File: src/rtl/rom_port_arbiter_pkg.sv
// Shared definitions for the boot-ROM port arbiter.
//   arb_state_t : FSM state encoding (IDLE/ISSUE/CAPTURE/DONE)
//   PORT0/PORT1 : requester index values used for grant / last_grant
package rom_port_arbiter_pkg;

  typedef enum logic [1:0] {
    ST_IDLE    = 2'd0,
    ST_ISSUE   = 2'd1,
    ST_CAPTURE = 2'd2,
    ST_DONE    = 2'd3
  } arb_state_t;

  localparam logic PORT0 = 1'b0;
  localparam logic PORT1 = 1'b1;

endpackage

File: src/rtl/rom_port_arbiter_rr_arb2.sv
// rr_arb2: combinational two-way arbiter pick.
//   req0, req1   : pending requests
//   last_grant   : index of the port served most recently
//   grant_valid  : at least one request present
//   grant_idx    : chosen port (PORT0/PORT1)
// With FIXED_PRIO set, port 0 always wins a contest; otherwise the port
// that was not served last wins, giving strict alternation under load.
module rr_arb2
  import rom_port_arbiter_pkg::*;
#(
  parameter bit FIXED_PRIO = 1'b0
) (
  input  logic req0,
  input  logic req1,
  input  logic last_grant,
  output logic grant_valid,
  output logic grant_idx
);

  always_comb begin
    grant_valid = req0 | req1;
    grant_idx   = PORT0;
    if (req0 && req1) begin
      grant_idx = FIXED_PRIO ? PORT0 : ~last_grant;
    end else if (req1) begin
      grant_idx = PORT1;
    end
  end

endmodule

File: src/rtl/rom_port_arbiter.sv
// rom_port_arbiter: shares one single-port synchronous boot ROM between
// the CPU fetch path (port 0) and the debug monitor / loader (port 1).
//   CLK, RESET_N         : clock, async active-low reset
//   REQx / Ax            : level read request and address, held until ACKx
//   ACKx / DOx           : one-cycle data-valid pulse, data held until next ACKx
//   ROM_A/ROM_CS_N/OE_N  : ROM pin drive
//   ROM_DO               : ROM read data, one cycle after the address is registered
//   BUSY                 : high whenever the FSM is outside IDLE
//
// state   | meaning
// --------+----------------------------------------------------------
// IDLE    | wait for a request; pick port, latch its address
// ISSUE   | ROM enabled, ROM registers mem[ROM_A] at the closing edge
// CAPTURE | ROM still enabled so DO stays driven; capture into DOg, ACKg
// DONE    | ACK pulse visible, ROM disabled, requests not sampled
module rom_port_arbiter
  import rom_port_arbiter_pkg::*;
#(
  parameter int ADDR_WIDTH = 14,
  parameter int DATA_WIDTH = 8,
  parameter int FIXED_PRIO = 0
) (
  input  logic                  CLK,
  input  logic                  RESET_N,
  input  logic                  REQ0,
  input  logic [ADDR_WIDTH-1:0] A0,
  output logic                  ACK0,
  output logic [DATA_WIDTH-1:0] DO0,
  input  logic                  REQ1,
  input  logic [ADDR_WIDTH-1:0] A1,
  output logic                  ACK1,
  output logic [DATA_WIDTH-1:0] DO1,
  output logic [ADDR_WIDTH-1:0] ROM_A,
  output logic                  ROM_CS_N,
  output logic                  ROM_OE_N,
  input  logic [DATA_WIDTH-1:0] ROM_DO,
  output logic                  BUSY
);

  arb_state_t            state, state_nxt;
  logic                  grant, grant_nxt;
  logic                  last_grant, last_grant_nxt;
  logic                  rom_en_nxt;
  logic [ADDR_WIDTH-1:0] rom_a_nxt;
  logic                  ack0_nxt, ack1_nxt;
  logic [DATA_WIDTH-1:0] do0_nxt, do1_nxt;
  logic                  pick_valid, pick_idx;

  rr_arb2 #(
    .FIXED_PRIO(FIXED_PRIO != 0)
  ) u_rr_arb2 (
    .req0       (REQ0),
    .req1       (REQ1),
    .last_grant (last_grant),
    .grant_valid(pick_valid),
    .grant_idx  (pick_idx)
  );

  // Every output is a flop; the comb block computes the value each output
  // takes in the next state, so pins never glitch.
  always_ff @(posedge CLK or negedge RESET_N) begin
    if (!RESET_N) begin
      state      <= ST_IDLE;
      grant      <= PORT0;
      last_grant <= PORT1;
      ROM_A      <= '0;
      ROM_CS_N   <= 1'b1;
      ROM_OE_N   <= 1'b1;
      ACK0       <= 1'b0;
      ACK1       <= 1'b0;
      DO0        <= '0;
      DO1        <= '0;
      BUSY       <= 1'b0;
    end else begin
      state      <= state_nxt;
      grant      <= grant_nxt;
      last_grant <= last_grant_nxt;
      ROM_A      <= rom_a_nxt;
      ROM_CS_N   <= ~rom_en_nxt;
      ROM_OE_N   <= ~rom_en_nxt;
      ACK0       <= ack0_nxt;
      ACK1       <= ack1_nxt;
      DO0        <= do0_nxt;
      DO1        <= do1_nxt;
      BUSY       <= (state_nxt != ST_IDLE);
    end
  end

  always_comb begin
    state_nxt      = state;
    grant_nxt      = grant;
    last_grant_nxt = last_grant;
    rom_a_nxt      = ROM_A;
    rom_en_nxt     = 1'b0;
    ack0_nxt       = 1'b0;
    ack1_nxt       = 1'b0;
    do0_nxt        = DO0;
    do1_nxt        = DO1;
    case (state)
      ST_IDLE: begin
        if (pick_valid) begin
          grant_nxt  = pick_idx;
          rom_a_nxt  = (pick_idx == PORT1) ? A1 : A0;
          rom_en_nxt = 1'b1;
          state_nxt  = ST_ISSUE;
        end
      end
      ST_ISSUE: begin
        rom_en_nxt = 1'b1;
        state_nxt  = ST_CAPTURE;
      end
      ST_CAPTURE: begin
        if (grant == PORT1) begin
          do1_nxt  = ROM_DO;
          ack1_nxt = 1'b1;
        end else begin
          do0_nxt  = ROM_DO;
          ack0_nxt = 1'b1;
        end
        last_grant_nxt = grant;
        state_nxt      = ST_DONE;
      end
      ST_DONE: begin
        state_nxt = ST_IDLE;
      end
      default: begin
        state_nxt = ST_IDLE;
      end
    endcase
  end

endmodule

File: config.mk
export PLATFORM = sky130hd
export DESIGN_NAME = rom_port_arbiter
export DESIGN_NICKNAME = d
export VERILOG_FILES = /design/src/rtl/rom_port_arbiter_pkg.sv /design/src/rtl/rom_port_arbiter_rr_arb2.sv /design/src/rtl/rom_port_arbiter.sv
export SDC_FILE = /design/constraint.sdc
export NUM_CORES = 1
export LEC_CHECK = 0
export ABC_AREA = 1
export CORE_ASPECT_RATIO = 0.6
export CORE_MARGIN = 2
export CORE_UTILIZATION = 35
export DETAILED_ROUTE_END_ITERATION = 12
export PLACE_DENSITY_LB_ADDON = 0.25
export SYNTH_ARGS = -nofsm -noshare
export SYNTH_HDL_FRONTEND = slang
export SYNTH_SLANG_ARGS = --single-unit
File: constraint.sdc
create_clock -name CLK -period 2.55 [get_ports CLK]
set_clock_uncertainty 0.15 [all_clocks]
set_input_delay 0.51 -clock CLK [delete_from_list [all_inputs] [get_ports CLK]]
set_output_delay 0.51 -clock CLK [all_outputs]
set_load 0.02 [all_outputs]
* After elaboration in Yosys (flattened, before gate mapping)
Cells that the tools add are included.
Storage, ports and cells: input bits 40, register bits after elaboration 38
Operators by class: eq/ne operators 3, multiplexer cells 11, reduce and logical (&&, ||, !) cells 6, bitwise gates (word level) 4
Operators with widths (number):
- 2-to-1 mux 14 bit | 1
- one-hot mux 2 bit (4 select lines) | 1
- 2-to-1 mux 1 bit | 7
- AND reduction 2 bit | 3
- == test 2 bit, second input constant | 2
- inverter 1 bit | 3
- == test 2 x 1 -> 1 bit, second input constant | 1
- zero test 2 bit | 1
- 2-to-1 mux 2 bit | 1
- one-hot mux 1 bit (2 select lines) | 1
- nonzero test 2 bit | 1
- logical AND 1 bit | 1
- OR 1 bit | 1

* Logic depth before layout (Yosys ltp)
word-level depth 4, gate-level depth with buffers 8, depth with buffers taken out 6

* Cells and area by module
Synthesis repeated with hierarchy kept, for this count alone.
Unflattened totals: cell total of the unflattened synthesis 197, area, all modules 1755.4 sq um
By module, submodules not included:
- rom_port_arbiter | instances 1, area an instance 1740.4 sq um, cells each 194
- rr_arb2 | instances 1, area an instance 15.0 sq um, cells each 3

* Least setup slack after synthesis
OpenSTA, ideal clock, no wires.
kind reg-to-reg, start point reg state[0], end point reg DO0[6], period minus slack after synthesis 1.540 ns, slack 1.010 ns, required time 2.282 ns, data arrival time 1.272 ns, path buffers 2, cell stages (with the launch flop) 9, library setup time 0.118 ns, cell sequence dfrtp_1 -> inv_1 -> ha_1 -> inv_2 -> or2_1 -> buf_6 -> buf_6 -> nand2_1 -> o21ai_2
On the way: word-level cells in the longest chain between the ends 2
Ends and longest elaborated chain:
- start: declaration | line rom_port_arbiter.sv:40 | arb_state_t state, state_nxt;
- start signal: assignment | line rom_port_arbiter.sv:75 | state <= state_nxt;
- == test 2 bit | line rom_port_arbiter.sv:99 | case (state)
- AND reduction 2 bit (no line)
- end signal: assignment | line rom_port_arbiter.sv:83 | DO0 <= do0_nxt;
- end: declaration | line rom_port_arbiter.sv:28 | output logic [DATA_WIDTH-1:0] DO0,
No other way between the ends. A chain may end at the register's enable or synchronous reset.

* Final worst setup path
start point reg ROM_OE_N, end point out ROM_OE_N
RTL lines:
- start: declaration | line rom_port_arbiter.sv:35 | output logic ROM_OE_N,
- start signal: assignment | line rom_port_arbiter.sv:80 | ROM_OE_N <= ~rom_en_nxt;
No word-level cell between the ends.

==> reports/summary.txt <==
Status: finished, final reports clean
Seq/Total Area, Yosys: 0.529
TritonCTS clock tree: yes
Syn_nets: 257
CP endpoint kind: output pin
Commonest non-fill, non-tap cell in the layout: clkdlybuf4s50_1
Cts hold-fix bufs: 0
Max cap viols: 0
Top Usage Layer GRT: met2
Tcrit/Tclk final: 0.807
Fin Setup TNS: 0 ns
YS warnings: 0
WP buf/inv: 1
R2R Path Start: state[0]
# diodes: 0
Gp weighted congestion: 0.784
Vias in the first global route: 1428
I/O Buffers: 74
CP startpoint kind: flop
Post-route ant nets: 0
Maximum clock frequency: 486 MHz
Core footprint: 5000 sq um
Vias per cell: 4.28
Die width: 96.6 um
IO Count: 75
Chip Height: 59.6 um
Initial antenna violation count: 0
Slowest cell on crit path: clkdlybuf4s50_1
Pre-Repair DR Iteration Count: 4
Endpoints failing setup: 0
WL/cell: 11.3 um
# Post-CTS Setup Buffers: 0
Gate Count Post-Synth: 213
1st-iter DRT viols: 80
Area of the multi-input gates: 608 sq um
Crit path required time: 1.89 ns
Global Route Usage Sum: 0.147
Die area: 5760 sq um
Slowest stage delay, CP: 0.59 ns
Fraction of layout cells with a size suffix above 1: 0.0839
Rows: 20
Crit Path Class: reg2out
R2r worst-path depth: 6
# resized after CTS: 0
Post-synthesis cell area: 1800 sq um
Hold Violations, Final: 0
First-pass GRT wire length: 6610 um
Register cell area after layout: 953 sq um
Final wirelength: 3960 um
M1 GR Usage: 0.205
RR Endpoint: DO0[7]
Starting Density: 0.360
Max VDD drop: 0.000411 V
Commonest non-fill, non-tap cells in the layout: clkdlybuf4s50_1 (73), nand2_1 (63), inv_1 (43), dfrtp_1 (36), nand3_1 (29)
Data arrival, critical path: 1.40 ns
Vias: 1505
Reg2Reg Setup Slack: 0.82 ns
Crit-path max FO: 2
Worst-path cell chain: clkdlybuf4s50_1
Layout area overhead: 46.7%
Worst-case clock buffer depth: 2
Tightest Pin Transition: 0.829 ns
Clk Latency, worst-skew pair: 0.28 ns
Power per standard cell area: 1180 nW/um^2
Family with the most delay on the worst path: buffers and inverters
CTS H-tree lvls: 2
Grt met2 use: 0.216
Total Power: 3.11 mW
Fin crit period: 2.06 ns
Grt total ovfl: 0
Syn Area/Cell: 8.46 sq um
RSZ-0062 raised after global routing: false
Met3 Resource Use GR: 0.0519
Clock slew at the register clock pins of the worst setup and hold paths: 0.08 ns
Worst min path class: in2async
Rel. slew slack: 0.447
Number of nets in the layout: 329
CTS sink count: 38
Largest net degree at the start of global routing: 39
Netlist cell types: 19
Drt drc: 0
CTS root buffer: clkbuf_8
LEAKAGE: 1.35 nW
Hpwl dp: 2970 um
FF+latch count, synth: 38
# fillers: 476
Slew Viols, Final: 0
CTS buffer count: 5
==> state kept, by name (all words and copies together), names as in the netlist <==
| register | flops |
|---|---|
| DO0 | 8 |
| ACK0 | 1 |
| ROM_OE_N | 1 |
| state | 2 |
| BUSY | 1 |
| grant | 1 |
| last_grant | 1 |
| ACK1 | 1 |
| ROM_A | 14 |
| DO1 | 8 |
==> cell type report <==
class,instances,share of cell area
Inverter,44,0.0625
Multi-Input combinational cell,121,0.230
Timing Repair Buffer,75,0.281
Sequential cell,38,0.361
Clock buffer,8,0.0341
Tap cell,66,0.0313
==> worst max path at each step <==
stage	from	end	slack, ns	depth (start not counted)
after floorplan	state[0]	DO0[6]	1.01	8
after global placement	REQ0	ROM_A[12]	0.44	6
after detailed placement	REQ0	ROM_A[12]	0.42	6
after CTS	ROM_OE_N	ROM_OE_N	0.48	1
after global routing	ROM_OE_N	ROM_OE_N	0.43	1
final	ROM_OE_N	ROM_OE_N	0.49	1
==> per-layer routing <==
| layer | wire length, um | vias up |
|---|---|---|
| li1 | - | 788 |
| met1 | 1980 | 670 |
| met5 | 0 | - |
| met2 | 1680 | 43 |
| met4 | 42 | 0 |
| met3 | 255 | 4 |
==> where the power goes <==
part           leakage [nW]  switching (mW)  internal (mW)
clock                0.0455           0.201          0.221
combinational         0.844           0.888          0.732
sequential            0.461           0.151          0.915
==> per-stage QoR <==
step | std cells | util | cell area [sq um] | hold slack (ns) | setup WS, ns
finish | 352 | 0.528 | 2640 | 0.172 | 0.492
global route | 352 | 0.528 | 2640 | 0.246 | 0.435
CTS | 352 | 0.528 | 2640 | 0.203 | 0.475
detailed placement | 344 | 0.510 | 2550 | 0.315 | 0.419
global placement | 344 | 0.510 | 2550 | 0.314 | 0.445
floorplan | 213 | - | 1800 | 0.0644 | 1.01
==> cell families (layout without fill, tap and decap cells) <==
group                      Yosys count  count (layout)  synth area share
DFF                                 38              38             0.529
AOI/OAI and AO/OA                   19              19            0.0757
and+or+nand+nor                     98              98             0.234
adders and majority gates            4               4            0.0278
buffers and inverters               54             127             0.133
==> synth_stat cells (all sizes together) <==
cell,n,share of area
clkbuf,1,0.0021
or2,1,0.0035
dfstp,2,0.029
nand2,65,0.14
ha,4,0.028
nor2,3,0.012
inv,44,0.092
dfrtp,36,0.50
o21ai,19,0.076
buf,9,0.040
nand3,29,0.081
Power figures use the tool's default switching activity.
